[src/rtl/execute_mdu_pkg.sv]
// Shared types for the EX-stage multiply/divide unit: funct3 op codes, FSM encodings
// and the operand-select constant for the register-file path.
package execute_mdu_pkg;

   typedef enum logic [2:0] {
      MDOP_MUL    = 3'b000,
      MDOP_MULH   = 3'b001,
      MDOP_MULHSU = 3'b010,
      MDOP_MULHU  = 3'b011,
      MDOP_DIV    = 3'b100,
      MDOP_DIVU   = 3'b101,
      MDOP_REM    = 3'b110,
      MDOP_REMU   = 3'b111
   } mdop_t;

   typedef logic [1:0] mdu_state_t;
   localparam mdu_state_t MDU_IDLE = 2'd0;
   localparam mdu_state_t MDU_MUL  = 2'd1;
   localparam mdu_state_t MDU_DIV  = 2'd2;
   localparam mdu_state_t MDU_DONE = 2'd3;

   localparam int unsigned MDU_FWD_RF = 0;

   function automatic logic mdop_a_signed(input mdop_t op);
      return (op == MDOP_MULH) || (op == MDOP_MULHSU) || (op == MDOP_DIV) || (op == MDOP_REM);
   endfunction

   function automatic logic mdop_b_signed(input mdop_t op);
      return (op == MDOP_MULH) || (op == MDOP_DIV) || (op == MDOP_REM);
   endfunction

endpackage

[src/rtl/execute_mdu_divider.sv]
// Iterative restoring divider on unsigned magnitudes, one quotient bit per cycle.
// done is combinational on the final step; quotient/remainder carry that step's values.
module mdu_divider
   import execute_mdu_pkg::*;
#(
   parameter int unsigned XLEN = 32
) (
   input  logic            clk,
   input  logic            rst,
   input  logic            start,
   input  logic            abort,
   input  logic [XLEN-1:0] dividend,
   input  logic [XLEN-1:0] divisor,
   output logic            done,
   output logic [XLEN-1:0] quotient,
   output logic [XLEN-1:0] remainder
);

   localparam int unsigned CW = $clog2(XLEN);

   logic            busy;
   logic [CW-1:0]   cnt;
   logic [XLEN-1:0] q;
   logic [XLEN-1:0] r;
   logic [XLEN-1:0] d;
   logic [XLEN:0]   r_shift;
   logic [XLEN:0]   diff;

   always_comb begin
      r_shift = {r, q[XLEN-1]};
      diff    = r_shift - {1'b0, d};
      if (!diff[XLEN]) begin
         remainder = diff[XLEN-1:0];
         quotient  = {q[XLEN-2:0], 1'b1};
      end else begin
         remainder = r_shift[XLEN-1:0];
         quotient  = {q[XLEN-2:0], 1'b0};
      end
      done = busy && (cnt == CW'(XLEN-1));
   end

   always_ff @(posedge clk or negedge rst) begin
      if (!rst) begin
         busy <= 1'b0;
         cnt  <= '0;
         q    <= '0;
         r    <= '0;
         d    <= '0;
      end else if (abort) begin
         busy <= 1'b0;
      end else if (start) begin
         busy <= 1'b1;
         cnt  <= '0;
         q    <= dividend;
         r    <= '0;
         d    <= divisor;
      end else if (busy) begin
         q   <= quotient;
         r   <= remainder;
         cnt <= cnt + CW'(1);
         if (done) busy <= 1'b0;
      end
   end

endmodule

[src/rtl/execute_mdu.sv]
// RV32M multiply/divide unit in EX with forwarding-aware operand select and stall handshake.
// Define EXECUTE_MDU_FAST_MUL_EN for a single-cycle combinational multiplier.
module execute_mdu
   import execute_mdu_pkg::*;
#(
   parameter int unsigned XLEN    = 32,
   parameter int unsigned NUM_FWD = 2,
   parameter int unsigned SELW    = $clog2(NUM_FWD+1)
) (
   input  logic                    clk,
   input  logic                    rst,
   input  logic                    flush,
   input  logic                    valid_in,
   output logic                    ready_out,
   input  logic [2:0]              mdop_in,
   input  logic [4:0]              rd_in,
   input  logic [XLEN-1:0]         rs1_data,
   input  logic [XLEN-1:0]         rs2_data,
   input  logic [NUM_FWD*XLEN-1:0] fwd_data,
   input  logic [SELW-1:0]         fwd1_sel,
   input  logic [SELW-1:0]         fwd2_sel,
   output logic                    valid_out,
   input  logic                    ready_in,
   output logic [XLEN-1:0]         result,
   output logic [4:0]              rd_out
);

   localparam logic [XLEN-1:0] XMIN = {1'b1, {(XLEN-1){1'b0}}};

   function automatic logic [XLEN-1:0] pick(input logic [SELW-1:0] sel,
                                            input logic [XLEN-1:0] rf,
                                            input logic [NUM_FWD*XLEN-1:0] fwd);
      logic [XLEN-1:0] v;
      v = '0;
      if (sel == SELW'(MDU_FWD_RF)) v = rf;
      for (int unsigned k = 0; k < NUM_FWD; k++)
         if (sel == SELW'(k+1)) v = fwd[k*XLEN +: XLEN];
      return v;
   endfunction

   // Product is formed on magnitudes; sign is restored before picking the half.
   function automatic logic [XLEN-1:0] mul_pick(input mdop_t op, input logic neg,
                                                input logic [2*XLEN-1:0] p);
      logic [2*XLEN-1:0] f;
      f = neg ? -p : p;
      return (op == MDOP_MUL) ? f[XLEN-1:0] : f[2*XLEN-1:XLEN];
   endfunction

   mdu_state_t      state;
   mdop_t           op;
   mdop_t           op_q;
   logic            sa_q, sb_q;
   logic [XLEN-1:0] op_a, op_b, mag_a, mag_b;
   logic            sa, sb;
   logic            div_zero, div_ovf, special, accept, div_start;
   logic [XLEN-1:0] special_res;
   logic            div_done;
   logic [XLEN-1:0] div_quo, div_rem, div_res;

   assign ready_out = (state == MDU_IDLE);
   assign valid_out = (state == MDU_DONE);

   always_comb begin
      op          = mdop_t'(mdop_in);
      op_a        = pick(fwd1_sel, rs1_data, fwd_data);
      op_b        = pick(fwd2_sel, rs2_data, fwd_data);
      sa          = mdop_a_signed(op) & op_a[XLEN-1];
      sb          = mdop_b_signed(op) & op_b[XLEN-1];
      mag_a       = sa ? -op_a : op_a;
      mag_b       = sb ? -op_b : op_b;
      div_zero    = (op_b == '0);
      div_ovf     = mdop_b_signed(op) && (op_a == XMIN) && (op_b == '1);
      special     = mdop_in[2] && (div_zero || div_ovf);
      special_res = '0;
      if (div_zero)     special_res = mdop_in[1] ? op_a : '1;
      else if (div_ovf) special_res = mdop_in[1] ? '0 : XMIN;
      accept      = valid_in && ready_out && !flush;
      div_start   = accept && mdop_in[2] && !special;
   end

   mdu_divider #(.XLEN(XLEN)) u_divider (
      .clk       (clk),
      .rst       (rst),
      .start     (div_start),
      .abort     (flush),
      .dividend  (mag_a),
      .divisor   (mag_b),
      .done      (div_done),
      .quotient  (div_quo),
      .remainder (div_rem)
   );

   always_comb begin
      if (op_q[1]) div_res = sa_q ? -div_rem : div_rem;
      else         div_res = (sa_q ^ sb_q) ? -div_quo : div_quo;
   end

`ifdef EXECUTE_MDU_FAST_MUL_EN
   logic [2*XLEN-1:0] prod_fast;
   assign prod_fast = (2*XLEN)'(mag_a) * (2*XLEN)'(mag_b);
`else
   localparam int unsigned CW = $clog2(XLEN);
   logic [2*XLEN-1:0] mcand, acc, acc_n;
   logic [XLEN-1:0]   mplier;
   logic [CW-1:0]     cnt;
   assign acc_n = acc + (mplier[0] ? mcand : '0);
`endif

   always_ff @(posedge clk or negedge rst) begin
      if (!rst) begin
         state  <= MDU_IDLE;
         result <= '0;
         rd_out <= '0;
         op_q   <= MDOP_MUL;
         sa_q   <= 1'b0;
         sb_q   <= 1'b0;
`ifndef EXECUTE_MDU_FAST_MUL_EN
         mcand  <= '0;
         mplier <= '0;
         acc    <= '0;
         cnt    <= '0;
`endif
      end else if (flush) begin
         state <= MDU_IDLE;
      end else begin
         case (state)
            MDU_IDLE: begin
               if (accept) begin
                  rd_out <= rd_in;
                  op_q   <= op;
                  sa_q   <= sa;
                  sb_q   <= sb;
                  if (special) begin
                     result <= special_res;
                     state  <= MDU_DONE;
                  end else if (mdop_in[2]) begin
                     state  <= MDU_DIV;
                  end else begin
`ifdef EXECUTE_MDU_FAST_MUL_EN
                     result <= mul_pick(op, sa ^ sb, prod_fast);
                     state  <= MDU_DONE;
`else
                     mcand  <= (2*XLEN)'(mag_a);
                     mplier <= mag_b;
                     acc    <= '0;
                     cnt    <= '0;
                     state  <= MDU_MUL;
`endif
                  end
               end
            end
            MDU_MUL: begin
`ifdef EXECUTE_MDU_FAST_MUL_EN
               state <= MDU_IDLE;
`else
               acc    <= acc_n;
               mcand  <= mcand << 1;
               mplier <= mplier >> 1;
               cnt    <= cnt + CW'(1);
               if (cnt == CW'(XLEN-1)) begin
                  result <= mul_pick(op_q, sa_q ^ sb_q, acc_n);
                  state  <= MDU_DONE;
               end
`endif
            end
            MDU_DIV: begin
               if (div_done) begin
                  result <= div_res;
                  state  <= MDU_DONE;
               end
            end
            MDU_DONE: begin
               if (ready_in) state <= MDU_IDLE;
            end
            default: state <= MDU_IDLE;
         endcase
      end
   end

endmodule

[config.mk]
export PLATFORM = sky130hd
export DESIGN_NAME = execute_mdu
export DESIGN_NICKNAME = d
export VERILOG_FILES = /design/src/rtl/execute_mdu_pkg.sv /design/src/rtl/execute_mdu_divider.sv /design/src/rtl/execute_mdu.sv
export SDC_FILE = /design/constraint.sdc
export NUM_CORES = 1
export LEC_CHECK = 0
export ABC_AREA = 1
export CORE_UTILIZATION = 35
export CTS_BUF_LIST = sky130_fd_sc_hd__clkbuf_16
export DETAILED_ROUTE_END_ITERATION = 7
export GPL_ROUTABILITY_DRIVEN = 0
export PLACE_DENSITY = 0.6
export SLEW_MARGIN = 20
export SYNTH_ARGS = -nofsm -noshare
export SYNTH_HDL_FRONTEND = slang
export SYNTH_SLANG_ARGS = --single-unit
[constraint.sdc]
create_clock -name clk -period 5 [get_ports clk]
set_input_delay 0.5 -clock clk [delete_from_list [all_inputs] [get_ports clk]]
set_output_delay 0.5 -clock clk [all_outputs]
set_load 0.005 [all_outputs]
==> run metrics <==
result of the run=finished clean; portion of synthesized cell area occupied by the leading cell type=25.6%; total number of vias=~34k; measured slew at the worst slew-check pin=around 1.1 ns; count of maximum capacitance violations=0; total CTS buffers=40; register clock-pin slew on the reported worst setup and hold paths=0.07 ns; first-pass GRT wire length=between 150000 and 200000 um; net switching fraction of the power=between 50% and 60%; Area contributors post-synth=dfrtp_1 26%, nand2_1 24%, inv_1 11%; Vias/cell=5.21; timing-limited maximum frequency=around 0.22 GHz; total wire length=around 120000 um; dominant register cell in the synthesized netlist=dfrtp_1; first-pass detailed-route iteration total=6; overall routing resource usage=between 20 and 30%; number of synthesis warnings=0; dominant cell type by area after synthesis=dfrtp_1; io pins=between 150 and 200; count of cell types in the netlist=54; classification of the worst setup path=flip-flop to flip-flop; share of post-route cells with drive strength above 1=around 4.2%; net count reported at finish=between 5k and 6k; H-tree Lvls=2; floorplan die width=approximately 300 um; Final Worst Setup Slack=around 0.42 ns; overall die height=~300 um; DRC violation count after routing=0; floorplan die area=between 80000 and 90000 um^2; part of the power in registers=18.8%; final critical delay including setup and external delays=roughly 4.6 ns; Worst Skew=roughly 0.020 ns; count of cell instances traversed by the critical path=26; clock network power share=between 10 and 15%; Hold Violations, Final=0; cell repeated most along the worst path=nand2_1; gate count after technology mapping=about 5.2k; sum of negative setup slack=0 ns; CTS tree=done; Detailed Place HPWL=around 96000 um; async set-reset flop share out of synthesis=100%; cell family contributing the most delay on the critical path=simple AND/OR/NAND/NOR gates; Syn-to-layout area delta=14.2%; number of antenna violations at the first check in global routing=0; maximum vdd ir drop=around 440 uV; hold path depth=3; setup slack after placement=0.335 ns; Setup-failing EPs final=0; Worst slew margin=between 20% and 30%; Power Density=about 600 nW/um^2; peak per-stage delay on the critical path=around 0.49 ns; critical path required time=around 5.5 ns; worst endpoint data arrival time=a little over 5 ns; Max FO, Critical Path=15; Lkg Pwr=18.7 nW; slowest CP cell=dfrtp_2; final period utilization=approximately 90%; type of the most critical hold path=input port to flip-flop; Critical Path End Type=flip-flop; total non-filler cell area in the finished layout=34700 um^2; Sw Pwr=~12 mW; number of buffers inserted by post-CTS setup repair=0; final antenna-violating net count=0; count of clock tree sinks=311; total grt overflow=0; mean routed wirelength per cell=approximately 19 um; combinational cell fraction of total power=approximately two thirds; post-synthesis net count=5479; violation count after the first detailed-routing iteration=roughly 3.5k; startpoint type of the worst setup path=flip-flop; internal power summed over all cells=around 9.1 mW; count of buffering cells on the critical path with inverters included=3; cell area after synthesis=a little over 30000 um^2; post-synthesis average cell area=about 5.8 um^2; sequential share of the synthesized area=roughly 26%; clock tree root driver cell=clkbuf_16; Cell Rows=around 110; number of synthesized flops with an enable pin=0; worst-case reg-to-reg path depth=26; max-slew violation count=0; cell area reported after detailed placement=33400 um^2; starting utilization of the core area=between 30% and 40%; Std-Cell Core Area=~86000 um^2; Clock Path Buffers=3; IO Port Bufs=about 180; final antenna diode count=0; worst skew pair latency=~0.6 ns; Yosys reg bits=approximately 310; via count of the first global-routing pass=between 30k and 40k; maximum number of pins on one net before global-route repair=approximately 120
[per-layer routing]
| metal | track usage (%) | up-vias | part of all wire, % |
|---|---|---|---|
| met5 | 0 | - | 0 |
| met4 | 14.3 | 0 | 5.7 |
| met3 | 3.15 | 282 | 6.6 |
| met2 | 42.2 | 1309 | 44 |
| met1 | 36.6 | 15700 | 43 |
| li1 | - | 16700 | - |
[power groups by stage]
stage                     clock network (mW)  logic (mW)  registers, mW
after floorplan                            0        9.57           3.70
after global placement                     0        13.4           3.90
after detailed placement                   0        13.5           3.92
after CTS                               3.05        13.5           3.88
after global routing                    3.14        15.4           3.99
final                                   3.00        13.9           3.91
[flip-flops by register name (all words and copies together) (netlist names)]
| register | count |
|---|---|
| acc | 64 |
| mcand | 64 |
| mplier | 32 |
| result | 32 |
| u_divider.d | 32 |
| u_divider.q | 32 |
| u_divider.r | 32 |
| cnt | 5 |
| rd_out | 5 |
| u_divider.cnt | 5 |
| op_q | 3 |
| state | 2 |
| sa_q | 1 |
| sb_q | 1 |
| u_divider.busy | 1 |
[cells by family after synthesis]
family,synth area share [%]
flops,25.6
buf+inv,13.5
simple gates,40.5
fa+ha+maj,4.66
compound gates,13.4
xor+xnor,2.25
mux,0.0330
[final timing paths]
kind / slack [ns] / start / endpoint
max in group asynchronous: 3.31 / rst / result[30]
hold reg to reg: 0.48 / rd_out[3] / rd_out[3]
min in group asynchronous: 0.47 / rst / mcand[40]
setup reg to reg: 0.42 / mplier[0] / result[8]
setup / recovery: 0.42 / mplier[0] / result[8]
hold / removal: 0.44 / rd_in[0] / rd_out[0]
[synth_stat cells (4+ instances only)]
library cell	count
buf_2	35
nor4_1	8
o221ai_1	48
dfrtp_1	311
nor3_2	11
nor2_4	5
o211ai_1	77
o21ai_1	23
nand3_1	409
inv_1	850
a31oi_1	20
buf_4	12
nor2_1	472
o31ai_1	18
clkbuf_1	96
inv_2	24
buf_1	12
nand2_1	1907
xnor2_1	14
nor2_2	10
a21oi_1	180
a21oi_2	5
nand3_2	4
a22o_1	8
a221oi_1	4
nand3b_1	19
o21bai_1	17
o21ai_0	237
clkinv_1	7
or2_2	9
o22ai_1	37
xor2_1	64
nor3_1	57
buf_6	10
nand4_1	50
nand2_2	16
ha_1	110
[cell type report]
cell class	instances	area, um^2
Sequential cell	311	7780
Multi-Input combinational cell	3864	18500
Clock buffer	40	1000
Timing Repair Buffer	240	2320
Clock inverter	31	297
Tap cell	1144	1430
Fill cell	9307	50900
Inverter	882	3320
[worst register-to-register path: stages, from the launching register on]
cell and delay, ns:
dfrtp_2 0.49, buf_4 0.23, nand2_1 0.07, inv_1 0.04, ha_1 0.39, nand3_1 0.15
nor2_1 0.24, nand2_1 0.11, nand3_1 0.26, nand2_1 0.12, nand2_1 0.16, nand2_1 0.07
nand2_1 0.21, nand2_1 0.14, inv_1 0.07, nand2_1 0.07, nor2_2 0.18, nand3_1 0.20
nand2_1 0.17, nand2_1 0.12, nor2_1 0.21, nand2_1 0.08, nand3_1 0.20, nand3_1 0.24
nand2_1 0.17, nand2_1 0.07, nand2_1 0.05
[placed cells by master (no fill, tap or decap), types with 77 or more instances in the layout]
cell type        netlist  final
ha_1                 110    109
nand3_1              409    409
dfrtp_1              311    310
nand2_1             1907   1905
o21ai_0              237    237
a21oi_1              180    180
nor2_1               472    467
inv_1                850    851
o211ai_1              77     77
clkdlybuf4s50_1        0    182
[what timing repair did]
action                                 CTS  global route
setup endpoints to repair                0             6
endpoints found under the hold margin   70             0
gates resized for setup                  0             2
hold buffers                             1             0
[metrics by stage]
step                      hold WS, ns  utilization [%]  total power [mW]  instances
final                           0.441             40.5              20.8       6512
after global routing            0.445             40.5              22.5       6512
after CTS                       0.415             40.5              20.5       6512
after detailed placement        0.465             39.0              17.4       6440
after global placement          0.459             39.0              17.3       6440
after floorplan                 0.204                -              13.3       5222
(Power assumes the default switching activity.)
